File: config.mk
export PLATFORM = sky130hd
export DESIGN_NAME = vote_window_ctrl
export DESIGN_NICKNAME = d
export VERILOG_FILES = /design/src/rtl/vote_window_pkg.sv /design/src/rtl/edge_pulse.sv /design/src/rtl/vote_window_ctrl.sv
export SDC_FILE = /design/constraint.sdc
export NUM_CORES = 1
export LEC_CHECK = 0
export ABC_AREA = 1
export CAP_MARGIN = 20
export CORE_AREA = 2 2 39 41
export CTS_CLUSTER_SIZE = 25
export DETAILED_ROUTE_END_ITERATION = 7
export DIE_AREA = 0 0 41 43
export GPL_TIMING_DRIVEN = 0
export PLACE_DENSITY = 0.81
export SYNTH_ARGS = -nofsm -noshare
export SYNTH_HDL_FRONTEND = slang
export SYNTH_HIERARCHICAL = 1
export SYNTH_SLANG_ARGS = --single-unit
File: constraint.sdc
create_clock -name clk -period 3.4 [get_ports clk]
set_input_delay 0.68 -clock clk [delete_from_list [all_inputs] [get_ports clk]]
set_output_delay 0.68 -clock clk [all_outputs]
set_load 0.03 [all_outputs]
File: src/rtl/vote_window_pkg.sv
// Shared types and width helper for the two-button sliding-window vote controller.
package vote_window_pkg;

  typedef enum logic {S_COLLECT, S_ON} state_e;

  function automatic int cntWidth(input int depth);
    return $clog2(depth + 1);
  endfunction

endpackage

File: src/rtl/edge_pulse.sv
// One-bit rising-edge detector; history presets to 1 so a level held through reset is not an edge.
module edge_pulse (
  input  logic clk,
  input  logic rst,
  input  logic level_i,
  output logic rise_o
);

  logic prev_q;

  always_ff @(posedge clk) begin
    if (rst) prev_q <= 1'b1;
    else     prev_q <= level_i;
  end

  assign rise_o = level_i & ~prev_q;

endmodule

File: src/rtl/vote_window_ctrl.sv
// Collects yes/no button events into a sliding window and holds encender high
// once a full window carries enough yes votes, until finished arrives.
module vote_window_ctrl
  import vote_window_pkg::*;
#(
  parameter int DEPTH         = 4,
  parameter int THRESH        = 2,
  parameter bit CLEAR_ON_EXIT = 1'b1
) (
  input  logic                       clk,
  input  logic                       rst,
  input  logic                       a,
  input  logic                       b,
  input  logic                       finished,
  output logic                       encender,
  output logic [DEPTH-1:0]           window,
  output logic [cntWidth(DEPTH)-1:0] ones_count,
  output logic [cntWidth(DEPTH)-1:0] fill
);

  localparam int            CW       = cntWidth(DEPTH);
  localparam logic [CW-1:0] FULL     = CW'(DEPTH);
  localparam logic [CW-1:0] THRESH_C = CW'(THRESH);

  state_e           state_q;
  logic [DEPTH-1:0] window_q, window_d;
  logic [CW-1:0]    fill_q, fill_d;
  logic             pending_q, pending_d;
  logic             riseA, riseB, accept, fire;
  logic [CW-1:0]    onesSum;

  edge_pulse uEdgeA (.clk(clk), .rst(rst), .level_i(a), .rise_o(riseA));
  edge_pulse uEdgeB (.clk(clk), .rst(rst), .level_i(b), .rise_o(riseB));

  // Simultaneous presses are ambiguous, so only a lone edge counts as a vote.
  assign accept = (state_q == S_COLLECT) && (riseA ^ riseB);

  always_comb begin
    onesSum = '0;
    for (int i = 0; i < DEPTH; i++) onesSum = onesSum + CW'(window_q[i]);
  end

  // pending marks "a shift happened last edge"; firing needs fresh data so a retained window cannot refire.
  assign fire = (state_q == S_COLLECT) && pending_q && (fill_q == FULL) && (onesSum >= THRESH_C);

  always_comb begin
    window_d  = window_q;
    fill_d    = fill_q;
    pending_d = accept;
    if (accept) begin
      window_d = {window_q[DEPTH-2:0], riseA};
      fill_d   = (fill_q == FULL) ? FULL : fill_q + CW'(1);
    end
    if ((state_q == S_ON) && finished && CLEAR_ON_EXIT) begin
      window_d = '0;
      fill_d   = '0;
    end
  end

  always_ff @(posedge clk) begin
    if (rst) begin
      window_q  <= '0;
      fill_q    <= '0;
      pending_q <= 1'b0;
    end else begin
      window_q  <= window_d;
      fill_q    <= fill_d;
      pending_q <= pending_d;
    end
  end

  always_ff @(posedge clk) begin
    if (rst) begin
      state_q  <= S_COLLECT;
      encender <= 1'b0;
    end else begin
      case (state_q)
        S_COLLECT: if (fire) begin
          state_q  <= S_ON;
          encender <= 1'b1;
        end
        S_ON: if (finished) begin
          state_q  <= S_COLLECT;
          encender <= 1'b0;
        end
        default: begin
          state_q  <= S_COLLECT;
          encender <= 1'b0;
        end
      endcase
    end
  end

  assign window     = window_q;
  assign fill       = fill_q;
  assign ones_count = onesSum;

endmodule

==> reports/qor.csv, run 1 <==
metric,value,unit
amount of wire on met2 after detailed routing,545,um
Worst Max-Slew Pin Slew,0.413,ns
H-tree depth,1,
global route total overflow,0,
Non-Filler Instances,117,
Synth top area share,39.7,%
Core Rows,14,
Die Y-Extent,43,um
Synth async-reset ratio,0,%
CTS sink count,12,
Synth top cells by count,"sky130_fd_sc_hd__nand2_1 (18), sky130_fd_sc_hd__inv_1 (17), sky130_fd_sc_hd__nor2_1 (13), sky130_fd_sc_hd__dfxtp_1 (12)",
vias,545,
fill cell count,127,
area added between synthesis and finish,31.8,%
worst-path maximum fanout,4,
Worst path max stage delay,0.66,ns
post-detailed-route wirelength per cell,9.36,um
RSZ-0062 raised after global routing,false,
total die area,1760,um2
Post-Place Setup Slack,0.610,ns
type of element launching the critical path,register,
fraction of final layout cells with drive strength greater than 1,8.91,%
final worst clock skew,0.00923,ns
netlist area before placement,606,um2
TritonCTS clock tree,yes,
drt initial violations,5,
number of nets produced by synthesis,94,
max-slew violations,0,
setup TNS after final layout,0,ns
Pre-antenna DRT Iters,4,
number of warning messages in the yosys log,6,
top layer used by detailed routing,met4,
initial antenna violation count,0,
final hold viol count,0,
cell taking the most area after synthesis,sky130_fd_sc_hd__dfxtp_1,
half-perimeter wire length of the detailed placement result,885,um
number of synthesized register bits,12,
number of setup buffers added after CTS,0,
class of the most critical setup path,register to output pin,
aggregate routed wire length,1.10,mm
worst path required time,2.72,ns
DRC violation count after routing,0,
Placed Instances,114,
gate family responsible for the most delay along the worst path,adder cells,
master of the slowest instance on the critical path,sky130_fd_sc_hd__clkdlybuf4s50_1,
cell count after synthesis,83,
Critical path buffers and inverters,4,
hold bufs inserted after CTS,0,
most frequent cell on the critical path,sky130_fd_sc_hd__inv_1,
Max rail drop VDD,0.000190,V
Hold Crit Class,register to register,
maximum root-to-sink buffer count,2,
Fmax achieved,0.324,GHz
Die Width,41,um
most common cell in the netlist,sky130_fd_sc_hd__nand2_1,
cell at the root of the clock tree,sky130_fd_sc_hd__clkbuf_4,
boundary pin count,16,
clock buffers created by TritonCTS,3,
placer's final routability congestion estimate,0.707,
number of nets at the end of the flow,114,
clock-pin slew reported for the worst setup and hold paths after clock tree synthesis,0.08,ns
result of the run,"finished, final reports clean",
Most used DFF post-synth,sky130_fd_sc_hd__dfxtp_1,
average cell area after synthesis,7.30,um2
Leakage Power,0.380,nW
met1 wire length,471,um
DR vias/cell,4.66,
count of max-cap constraint violations,0,
post-layout worst setup margin,0.313,ns
sequential fraction of the synthesis area,39.7,%
later-pin clock latency in the skew report,0.28,ns
Synth area leaders,"sky130_fd_sc_hd__dfxtp_1 (40%), sky130_fd_sc_hd__nand2_1 (11%), sky130_fd_sc_hd__inv_1 (11%)",
final critical delay including setup and external delays,3.09,ns
final worst path period share,90.8,%
Slew HR,72.5,%
number of diodes added for antenna fixing,0,
CP Data Arrival Time,2.41,ns
number of unique standard cell types used by synthesis,16,
Starting Density,43.8,%
PwrDens,404,nW/um2
length of routed met3 wiring,64,um
quantity of I/O buffers inserted on ports,15,
number of antenna-violating nets in the routed design,0,
chain of cells forming the critical path,inv_1 -> fa_1 -> inv_1 -> ha_1 -> inv_1 -> ha_1 -> clkdlybuf4s50_1,
via count of the first global-routing pass,463,
Final Hold Slack,0.478,ns
cts repair resizes,0,
pin count of the biggest net entering global routing,9,
type of destination of the critical path,output pin,
final setup violation count,0,
core outline area,1380,um2
number of enable flip-flop cells after synthesis,0,
wire length of the first global-routing pass,1.84,mm
Tot GR Track Use,16.1,%
[cell families (layout without fill, tap and decap cells)]
kind of cell / after synthesis / after routing / share of synthesized area [%]
fa+ha+maj: 6 / 6 / 13.6
buf+inv: 18 / 36 / 11.2
simple gates: 39 / 39 / 28.9
compound gates: 8 / 8 / 6.61
flops: 12 / 12 / 39.7
[report_power, final]
group / leakage, nW / switching (W) / internal, W
combinational: 0.268 / 0.0000476 / 0.0000335
sequential: 0.0985 / 0.00000538 / 0.000148
clock: 0.0138 / 0.0000467 / 0.0000411
[state kept, by name, indices dropped and copies added, names as in the netlist]
| register | cells |
|---|---|
| uEdgeA/prev_q | 1 |
| fill | 3 |
| state_q | 1 |
| pending_q | 1 |
| encender | 1 |
| uEdgeB/prev_q | 1 |
| window | 4 |
[area by class of cell]
cell class | instances | area, um2 | area share [%]
timing repair buffer | 15 | 150 | 18.8
inverter | 18 | 67.6 | 8.46
multi-input combinational | 53 | 298 | 37.3
clock buffer | 3 | 22.5 | 2.82
tap | 16 | 20.0 | 2.51
sequential | 12 | 240 | 30.1
[layout by cell type (no fill, tap or decap)]
| master | Yosys | final |
|---|---|---|
| sky130_fd_sc_hd__nand3_2 | 1 | 1 |
| sky130_fd_sc_hd__inv_1 | 17 | 17 |
| sky130_fd_sc_hd__nand3b_1 | 1 | 1 |
| sky130_fd_sc_hd__nand2_2 | 1 | 1 |
| sky130_fd_sc_hd__nand3_1 | 1 | 1 |
| sky130_fd_sc_hd__o21ai_0 | 5 | 5 |
| sky130_fd_sc_hd__nor2_1 | 13 | 13 |
| sky130_fd_sc_hd__or2_1 | 1 | 1 |
| sky130_fd_sc_hd__fa_1 | 1 | 1 |
| sky130_fd_sc_hd__inv_2 | 1 | 1 |
| sky130_fd_sc_hd__nor2_2 | 2 | 2 |
| sky130_fd_sc_hd__nor2_4 | 1 | 1 |
| sky130_fd_sc_hd__nand2_1 | 18 | 18 |
| sky130_fd_sc_hd__ha_1 | 5 | 5 |
| sky130_fd_sc_hd__dfxtp_1 | 12 | 12 |
| sky130_fd_sc_hd__clkbuf_4 | 0 | 3 |
| sky130_fd_sc_hd__a21oi_1 | 3 | 3 |
| sky130_fd_sc_hd__clkdlybuf4s50_1 | 0 | 15 |
[routing by layer]
layer	GRT usage (%)	vias to the layer above
met5	0	-
met4	8.00	0
met3	9.42	2
met2	23.8	15
met1	17.6	243
li1	-	285
[metrics by stage]
step                total power, W  instance area, um2  util (%)
floorplan                 0.000209                 606         -
global placement          0.000235                 776      56.1
detailed placement        0.000239                 776      56.1
CTS                       0.000327                 798      57.7
global route              0.000342                 798      57.7
finish                    0.000322                 798      57.7
[worst paths after layout]
check	end	cells after the start	slack, ns	startpoint
hold / removal	encender$_SDFFE_PP0P_	2	0.48	encender$_SDFFE_PP0P_
setup / recovery	ones_count[1]	7	0.31	window[0]$_SDFFE_PP0P_
setup reg to reg	encender$_SDFFE_PP0P_	8	1.63	window[0]$_SDFFE_PP0P_
hold reg to reg	encender$_SDFFE_PP0P_	2	0.48	encender$_SDFFE_PP0P_
[worst register-to-register path: cells and delay by family (launching register included)]
kind | cells | cell delay [ns]
AOI/OAI and AO/OA | 1 | 0.15
adders and majority gates | 3 | 0.79
buffers and inverters | 3 | 0.19
DFF | 1 | 0.38
and+or+nand+nor | 1 | 0.17
(Power assumes the default switching activity.)
==> run 2, diff against run 1 <==
TNS_END_PERCENT = 100   (was not set)
==> results of run 2 <==
No change in the layout: final DEF, timing and power equal those of run 1.
==> run 3, diff against run 2 <==
ABC_AREA = not set   (was 1)
==> reports/qor.csv, run 3 <==
metric,value,unit,change
global route total overflow,0,,unchanged
Slew HR,77.9,%,was 72.5%
Synth top area share,39.2,%,was 39.7%
hold bufs inserted after CTS,0,,unchanged
Leakage Power,0.324,nW,was 0.380 nW
PwrDens,362,nW/um2,was 404 nW/um2
Fmax achieved,0.325,GHz,was 0.324 GHz
total die area,1760,um2,unchanged
wire length of the first global-routing pass,1.90,mm,was 1.84 mm
via count of the first global-routing pass,468,,was 463
number of unique standard cell types used by synthesis,24,,was 16
number of flip-flops in the largest register,4,,unchanged
cell count of the worst reg-to-reg path,9,,was 8
Synth area leaders,"sky130_fd_sc_hd__dfxtp_1 (39%), sky130_fd_sc_hd__ha_1 (10%), sky130_fd_sc_hd__mux2i_1 (8.2%)",,"was sky130_fd_sc_hd__dfxtp_1 (40%), sky130_fd_sc_hd__nand2_1 (11%), sky130_fd_sc_hd__inv_1 (11%)"
placer's final routability congestion estimate,0.687,,was 0.707
post-detailed-route wirelength per cell,11.6,um,was 9.36 um
area added between synthesis and finish,33.7,%,was 31.8%
Die Width,41,um,unchanged
Non-Filler Instances,97,,was 117
startpoint of the tightest hold check path,encender$_SDFFE_PP0P_,,unchanged
Tot GR Track Use,16.5,%,was 16.1%
type of destination of the critical path,output pin,,unchanged
cell at the root of the clock tree,sky130_fd_sc_hd__clkbuf_4,,unchanged
Worst Max-Slew Pin Slew,0.331,ns,was 0.413 ns
class of the most critical setup path,register to output pin,,unchanged
CP Data Arrival Time,2.40,ns,was 2.41 ns
total power of the final layout,0.000297,W,was 0.000322 W
Pre-antenna DRT Iters,4,,unchanged
number of antenna-violating nets in the routed design,0,,unchanged
DRC violation count after routing,0,,unchanged
Starting Density,44.3,%,was 43.8%
number of warning messages in the yosys log,6,,unchanged
quantity of I/O buffers inserted on ports,15,,unchanged
Placed Instances,93,,was 114
netlist area before placement,613,um2,was 606 um2
number of diodes added for antenna fixing,0,,unchanged
half-perimeter wire length of the detailed placement result,897,um,was 885 um
reg2reg setup slack,1.60,ns,was 1.63 ns
share of cell area taken by muxes after synthesis,8.16,%,was 0%
largest family of logic cells by synthesized area,simple AND/OR/NAND/NOR gates,,unchanged
number of nets at the end of the flow,93,,was 114
R2R Path Start,window[0]$_SDFFE_PP0P_,,unchanged
Synth async-reset ratio,0,%,unchanged
number of synthesized register bits,12,,unchanged
Hold Crit Depth,2,,unchanged
final worst path period share,90.5,%,was 90.8%
clock buffers created by TritonCTS,3,,unchanged
cell count after synthesis,62,,was 83
most common library cell in the layout ignoring fill and taps,sky130_fd_sc_hd__clkdlybuf4s50_1,,was sky130_fd_sc_hd__nand2_1
TritonCTS clock tree,yes,,unchanged
CTS sink count,12,,unchanged
Die Y-Extent,43,um,unchanged
most used cells in the layout excluding fill and tap cells,"sky130_fd_sc_hd__clkdlybuf4s50_1 (15), sky130_fd_sc_hd__dfxtp_1 (12), sky130_fd_sc_hd__inv_1 (9), sky130_fd_sc_hd__nand2_1 (9)",,"was sky130_fd_sc_hd__nand2_1 (18), sky130_fd_sc_hd__inv_1 (17), sky130_fd_sc_hd__clkdlybuf4s50_1 (15)"
DR vias/cell,4.93,,was 4.66
cts repair resizes,0,,unchanged
final hold viol count,0,,unchanged
hold worst-path end,encender$_SDFFE_PP0P_,,unchanged
Hold Crit Class,register to register,,unchanged
number of enable flip-flop cells after synthesis,0,,unchanged
area taken by flip-flops and latches,240,um2,unchanged
vias,478,,was 545
fill cell count,126,,was 127
Core Rows,14,,unchanged
fraction of final layout cells with drive strength greater than 1,9.88,%,was 8.91%
most common cell in the netlist,sky130_fd_sc_hd__dfxtp_1,,was sky130_fd_sc_hd__nand2_1
cell taking the most area after synthesis,sky130_fd_sc_hd__dfxtp_1,,unchanged
pin count of the biggest net entering global routing,11,,was 9
max-slew violations,0,,unchanged
Synth top cells by count,"sky130_fd_sc_hd__dfxtp_1 (12), sky130_fd_sc_hd__inv_1 (9), sky130_fd_sc_hd__nand2_1 (9), sky130_fd_sc_hd__ha_1 (5), sky130_fd_sc_hd__mux2i_1 (5)",,"was sky130_fd_sc_hd__nand2_1 (18), sky130_fd_sc_hd__inv_1 (17), sky130_fd_sc_hd__nor2_1 (13), sky130_fd_sc_hd__dfxtp_1 (12)"
Final Hold Slack,0.444,ns,was 0.478 ns
average cell area after synthesis,9.89,um2,was 7.30 um2
H-tree depth,1,,unchanged
number of setup buffers added after CTS,0,,unchanged
count of max-cap constraint violations,0,,unchanged
boundary pin count,16,,unchanged
final worst clock skew,0.00182,ns,was 0.00923 ns
adder and majority cell fraction of the synthesized area,13.5,%,was 13.6%
XOR/XNOR Fraction of Synth Area,4.08,%,was 0%
initial antenna violation count,0,,unchanged
core outline area,1380,um2,unchanged
Multi-input gate area,319,um2,was 298 um2
sequential fraction of the synthesis area,39.2,%,was 39.7%
Most used DFF post-synth,sky130_fd_sc_hd__dfxtp_1,,unchanged
RR Endpoint,state_q$_SDFF_PP0_,,was encender$_SDFFE_PP0P_
aggregate routed wire length,1.13,mm,was 1.10 mm
final critical delay including setup and external delays,3.08,ns,was 3.09 ns
result of the run,"finished, final reports clean",,unchanged
worst-path maximum fanout,3,,was 4
core occupancy in the finished layout,59.2,%,was 57.7%
clock-pin slew reported for the worst setup and hold paths after clock tree synthesis,0.08,ns,about the same
RSZ-0062 raised after global routing,false,,unchanged
later-pin clock latency in the skew report,0.27,ns,was 0.28 ns
setup TNS after final layout,0,ns,unchanged
worst path required time,2.72,ns,about the same
number of nets produced by synthesis,73,,was 94
type of element launching the critical path,register,,unchanged
maximum root-to-sink buffer count,2,,unchanged
drt initial violations,9,,was 5
simple-gate share of the synthesized area,19.4,%,was 28.9%
Compound-Gate Fraction of Synth Area,6.94,%,was 6.61%
Max rail drop VDD,0.000198,V,was 0.000190 V
final setup violation count,0,,unchanged
==> run 3: worst max path at each step <==
stage / startpoint / end / slack (ns) / depth (start not counted)
2_1_floorplan: window[0]$_SDFFE_PP0P_ / ones_count[1] / 0.98 / 6
3_3_place_gp: window[0]$_SDFFE_PP0P_ / ones_count[1] / 0.69 / 7
3_5_place_dp: window[0]$_SDFFE_PP0P_ / ones_count[1] / 0.61 / 7
4_1_cts: window[0]$_SDFFE_PP0P_ / ones_count[1] / 0.31 / 7
5_1_grt: window[0]$_SDFFE_PP0P_ / ones_count[1] / 0.20 / 7
6_report: window[0]$_SDFFE_PP0P_ / ones_count[1] / 0.32 / 7
==> run 3: area by class of cell <==
class	instances	area share, %
tap	16	2.44
sequential	12	29.3
inverter	9	4.12
multi-input combinational	40	38.9
buffer	1	2.44
clock buffer	4	4.43
timing repair buffer	15	18.3
==> run 3: cell families after synthesis <==
logic type	Yosys count
flops	12
mux	5
buf+inv	10
fa+ha+maj	6
simple gates	22
compound gates	5
xor+xnor	2
==> run 3: routing by layer <==
metal  vias up  routed length (um)  GRT usage [%]
met3         6                  52           4.71
met4         0                  38           8.00
met1       215                 493           19.3
li1        240                   -              -
met5         -                   0              0
met2        17                 540           25.9
==> run 3: report_power, final <==
| part | internal, W | total, W | switching, W | leakage (nW) |
|---|---|---|---|---|
| clock network | 0.0000651 | 0.000116 | 0.0000513 | 0.0210 |
| logic | 0.0000162 | 0.0000344 | 0.0000181 | 0.206 |
| registers | 0.000144 | 0.000146 | 0.00000217 | 0.0976 |
| total | 0.000225 | 0.000297 | 0.0000716 | 0.324 |
==> run 3: stage by stage <==
| step | area [um2] | setup WS (ns) |
|---|---|---|
| floorplan | 613 | 0.981 |
| global placement | 783 | 0.686 |
| detailed placement | 783 | 0.609 |
| CTS | 820 | 0.309 |
| global route | 820 | 0.203 |
| finish | 820 | 0.322 |
==> run 3: worst max-delay path, stage by stage, from the launching register on <==
cell	delay, ns
sky130_fd_sc_hd__dfxtp_1	0.36
sky130_fd_sc_hd__inv_1	0.08
sky130_fd_sc_hd__fa_1	0.49
sky130_fd_sc_hd__inv_1	0.07
sky130_fd_sc_hd__ha_1	0.16
sky130_fd_sc_hd__inv_1	0.05
sky130_fd_sc_hd__ha_1	0.26
sky130_fd_sc_hd__clkdlybuf4s50_1	0.66
